[src/rtl/apb_completer.sv]
// APB completer: word-addressed register file with PPROT region checks and fixed wait states.
// Optional byte-lane write strobes are enabled by defining APB_PSTRB_EN.
module apb_completer #(
  parameter int unsigned ADDR_WIDTH  = 32,
  parameter int unsigned DATA_WIDTH  = 32,
  parameter int unsigned DEPTH       = 16,
  parameter int unsigned WAIT_STATES = 1
) (
  input  logic                    pclk,
  input  logic                    preset,
  input  logic                    psel,
  input  logic                    penable,
  input  logic                    pwrite,
  input  logic [2:0]              pprot,
  input  logic [ADDR_WIDTH-1:0]   paddr,
  input  logic [DATA_WIDTH-1:0]   pwdata,
  input  logic [DATA_WIDTH/8-1:0] pstrb,
  output logic [DATA_WIDTH-1:0]   prdata,
  output logic                    pready,
  output logic                    pslverr
);

  localparam int unsigned IW = $clog2(DEPTH);
  localparam int unsigned NB = DATA_WIDTH / 8;
  localparam int unsigned CW = (WAIT_STATES > 0) ? $clog2(WAIT_STATES + 1) : 1;

  localparam logic [1:0] S_IDLE   = 2'd0;
  localparam logic [1:0] S_ACCESS = 2'd1;
  localparam logic [1:0] S_RESP   = 2'd2;

  logic [1:0]            state_q, state_d;
  logic [CW-1:0]         cnt_q, cnt_d;
  logic [ADDR_WIDTH-1:0] addr_q, addr_d;
  logic                  write_q, write_d;
  logic [2:0]            prot_q, prot_d;
  logic [DATA_WIDTH-1:0] wdata_q, wdata_d;
  logic [NB-1:0]         strb_q, strb_d;
  logic [DATA_WIDTH-1:0] prdata_q, prdata_d;
  logic                  pready_q, pready_d;
  logic                  pslverr_q, pslverr_d;
  logic [DATA_WIDTH-1:0] mem_q [DEPTH];
  logic [DATA_WIDTH-1:0] mem_d [DEPTH];

  logic [IW-1:0] idx_c;
  logic [2:0]    req_c;
  logic          range_err_c;
  logic          err_c;

  // Decode and access checks all work from the values latched in the setup phase.
  assign idx_c = addr_q[IW+1:2];
  assign req_c = {addr_q[ADDR_WIDTH-3], addr_q[ADDR_WIDTH-2], addr_q[ADDR_WIDTH-1]};

  generate
    if (ADDR_WIDTH - 3 > IW + 2) begin : g_range
      assign range_err_c = |addr_q[ADDR_WIDTH-4:IW+2];
    end else begin : g_norange
      assign range_err_c = 1'b0;
    end
  endgenerate

  assign err_c = (addr_q[1:0] != 2'b00) || range_err_c || ((req_c & ~prot_q) != 3'b000);

`ifndef APB_PSTRB_EN
  logic unused_strb_c;
  assign unused_strb_c = ^strb_q;
`endif

  always_comb begin
    state_d   = state_q;
    cnt_d     = cnt_q;
    addr_d    = addr_q;
    write_d   = write_q;
    prot_d    = prot_q;
    wdata_d   = wdata_q;
    strb_d    = strb_q;
    mem_d     = mem_q;
    pready_d  = 1'b0;
    pslverr_d = 1'b0;
    prdata_d  = '0;
    case (state_q)
      S_IDLE: begin
        if (psel && !penable) begin
          addr_d  = paddr;
          write_d = pwrite;
          prot_d  = pprot;
          wdata_d = pwdata;
          strb_d  = pstrb;
          cnt_d   = CW'(WAIT_STATES);
          state_d = S_ACCESS;
        end
      end
      S_ACCESS: begin
        if (!psel) begin
          // Bridge dropped select mid-transfer: answer with an error, touch nothing.
          state_d   = S_RESP;
          pready_d  = 1'b1;
          pslverr_d = 1'b1;
        end else if (penable) begin
          if (cnt_q != '0) begin
            cnt_d = cnt_q - CW'(1);
          end else begin
            state_d  = S_RESP;
            pready_d = 1'b1;
            if (err_c) begin
              pslverr_d = 1'b1;
            end else if (write_q) begin
`ifdef APB_PSTRB_EN
              for (int i = 0; i < int'(NB); i++) begin
                if (strb_q[i]) mem_d[idx_c][8*i +: 8] = wdata_q[8*i +: 8];
              end
`else
              mem_d[idx_c] = wdata_q;
`endif
            end else begin
              prdata_d = mem_q[idx_c];
            end
          end
        end
      end
      S_RESP:  state_d = S_IDLE;
      default: state_d = S_IDLE;
    endcase
  end

  always_ff @(posedge pclk) begin
    if (preset) begin
      state_q   <= S_IDLE;
      cnt_q     <= '0;
      addr_q    <= '0;
      write_q   <= 1'b0;
      prot_q    <= 3'b000;
      wdata_q   <= '0;
      strb_q    <= '0;
      prdata_q  <= '0;
      pready_q  <= 1'b0;
      pslverr_q <= 1'b0;
      for (int i = 0; i < int'(DEPTH); i++) mem_q[i] <= '0;
    end else begin
      state_q   <= state_d;
      cnt_q     <= cnt_d;
      addr_q    <= addr_d;
      write_q   <= write_d;
      prot_q    <= prot_d;
      wdata_q   <= wdata_d;
      strb_q    <= strb_d;
      prdata_q  <= prdata_d;
      pready_q  <= pready_d;
      pslverr_q <= pslverr_d;
      mem_q     <= mem_d;
    end
  end

  assign prdata  = prdata_q;
  assign pready  = pready_q;
  assign pslverr = pslverr_q;

endmodule

[config.mk]
export PLATFORM = sky130hd
export DESIGN_NAME = apb_completer
export DESIGN_NICKNAME = d
export VERILOG_FILES = /design/src/rtl/apb_completer.sv
export SDC_FILE = /design/constraint.sdc
export NUM_CORES = 1
export LEC_CHECK = 0
export BUFFER_PORTS_ARGS = -buffer_cell sky130_fd_sc_hd__buf_4
export CAP_MARGIN = 20
export CORE_ASPECT_RATIO = 1.4
export CORE_MARGIN = 2
export CORE_UTILIZATION = 62
export DETAILED_ROUTE_END_ITERATION = 6
export PLACE_DENSITY = 0.8
export SYNTH_ARGS = -nofsm -noshare
export SYNTH_HDL_FRONTEND = slang
export SYNTH_SLANG_ARGS = --single-unit
[constraint.sdc]
create_clock -name pclk -period 2.63 [get_ports pclk]
set_input_delay 0.263 -clock pclk [delete_from_list [all_inputs] [get_ports pclk]]
set_output_delay 0.263 -clock pclk [all_outputs]
set_load 0.05 [all_outputs]
==> run metrics <==
final setup vio count 0; vias 18500; DR top layer met4; Die Footprint 45600 um2; CTS Sinks 617; max frequency 0.424 GHz; Final TNS setup 0 ns; crit path max-delay cell type nor4_1; H-tree levels 2; Worst-Margin Slew 0.987 ns; Final Cell Area 31000 um2; met2 wire len 33.6 mm; Yosys reg bits 617; die height 252 um; Inserted Clock Buffers 56; Syn Inst Count 2463; CP peak stage delay 0.50 ns; Seq/Total Area, Yosys 45.4%; Hold WC Path Type register to register; Die Wd 181 um; antenna violations before repair 1; worst-path maximum fanout 18; vias in the first global route 19800; Routed WL per cell 21.0 um; RSZ-0062 raised after global routing false; EDFF count, synth 0; gr ovfl total 0; nets 2586; Critical Path Sink Type register; Area Growth Syn to Fin 14.0%; largest net degree at the start of global routing 111; CTS tree yes; Final Max Tran Viols 0; FFs w/ async S/R, synth 0%; arrival time of the worst setup path 2.82 ns; Worst R2R Path Depth 6; Max-Cap Viols 0; Clock Tree Root clkbuf_16; Worst-Skew Late Latency 0.60 ns; Final ANT Viol Nets 0; leakage power 0.0137 uW; mean number of vias per cell 5.95; Hold Slack 0.451 ns; All-Layer GR Usage 28.8%; area post-placement 28500 um2; Post-CTS Setup Bufs 0; Netlist cell types 32; Critical Path, Cell by Cell nor4_1 > and4_1 > buf_12 > nand4_1 > buf_4 > a211oi_1; critical path class register to register; Initial Util 63.0%; Hold Crit Depth 2; DRC 0; Initial DRC Count 1063; CORE AREA 43200 um2; synth warn 0; CTS clk-pin slew, worst paths 0.06 ns; layout cells sized above 1 15.3%; worst endpoint required time 3.09 ns; final hold violation count 0; PwrDens 600 nW/um2; global-route wire length before repair 104 mm; Max clock buf depth 3; Relative slew margins 34.2%; met3 wire length 2.40 mm; WL final 65.3 mm; status finished, final reports clean; # rows 90; Post-Syn Area 27200 um2; wl on met1 26.5 mm; Detail Placement HPWL 37.5 mm; Synthesized Nets 2539; skew final 0.0238 ns; Synth Flop Type dfxtp_1; Pre-antenna DRT Iters 5; VDD IR max 0.574 mV; minimum clock period 2.36 ns; I/O Pins 110; crit share post-route 89.6%; Buffers on Ports 105; gpl congestion 0.774; Setup crit start kind register; Avg Cell Area, Syn 11.1 um2
## routing by layer
metal  vias to the layer above  track usage [%]
li1                       8605                -
met1                      9226             34.3
met2                       466             52.2
met3                       178             3.49
met4                         0             12.2
met5                         -                0
## placed cells by master, fill, tap and decap left out, drive strengths merged, types with 2 or more instances in the layout
cell type / n
nor4: 22
buf: 167
nor2: 2
nor2b: 32
nand2b: 553
a211oi: 67
or2: 2
and4: 2
dfxtp: 617
nand2: 140
nand4: 18
clkinv: 6
mux2i: 544
clkbuf: 86
dlygate4sd3: 77
a21oi: 69
mux4: 128
inv: 4
bufinv: 4
## per-stage QoR
stage	worst slack (ns)	total power (uW)	std cells	utilization, %
floorplan	0.706	10300	2463	-
finish	0.274	18600	3103	71.8
global route	0.143	19100	3103	71.8
global placement	0.351	10500	2927	65.8
detailed placement	0.347	10600	2927	65.8
CTS	0.308	18700	3102	71.8
## where the power goes
part           internal (uW)  total, uW  leakage (uW)  switching, uW
logic                    472       1030       0.00788            559
clock network           4650       8150      0.000886           3510
registers               9390       9440       0.00498           48.7
## state kept, by name, indices dropped and copies added (netlist names), 2 cells and up
name     count
mem_q      512
addr_q      32
prdata      32
wdata_q     32
prot_q       3
state_q      2
## cell usage after synthesis (2+ instances only)
library cell	n	area [um2]
nor4_1	21	131
nand2_1	140	526
buf_4	2	15.0
nand4_1	9	56.3
buf_2	68	340
and4_1	2	17.5
clkbuf_1	176	661
dfxtp_1	617	12400
buf_1	5	18.8
or2_1	2	12.5
nor2_1	2	7.51
nand2b_1	553	3460
nand4_2	9	113
nor2b_1	32	200
buf_6	3	33.8
inv_1	2	7.51
a211oi_1	67	503
a21oi_1	69	345
mux2i_1	544	5450
mux4_2	128	2880
## worst max-delay path: cells and delay by family (launching register included)
kind | cells | cell delay (ns)
buffers and inverters | 2 | 0.50
DFF | 1 | 0.32
AOI/OAI and AO/OA | 1 | 0.38
and+or+nand+nor | 3 | 1.00
## layout make-up
cell class / instances / area (um2)
Antenna cell: 1 / 2.50
Clock buffer: 86 / 1640
Clock inverter: 12 / 168
Fill cell: 3040 / 12200
Inverter: 2 / 7.51
Multi-Input combinational cell: 1589 / 13900
Sequential cell: 617 / 12400
Tap cell: 552 / 691
Timing Repair Buffer: 244 / 2290
## path summary, 6_finish.rpt
kind	from	end	slack (ns)
max	addr_q[25]	prdata[29]	0.27
min	prot_q[0]	prot_q[0]	0.45
max reg2reg	addr_q[25]	prdata[29]	0.27
min reg2reg	prot_q[0]	prot_q[0]	0.45
## logic make-up (layout without fill, tap and decap cells)
group	count (synthesis)	count (layout)	share of synthesized area, %
multiplexers	672	672	30.6
flip-flops	617	617	45.4
AND/OR/NAND/NOR	778	778	16.9
buffers and inverters	257	344	3.97
AO/OA/AOI/OAI	139	139	3.19
other	0	1	0
## timing repair
action                    4_1_cts  5_1_grt
gates resized for setup         0        0
hold endpoints to repair       72        0
hold buffers                   77        0
Note: power is estimated with default switching activity, not from simulation.
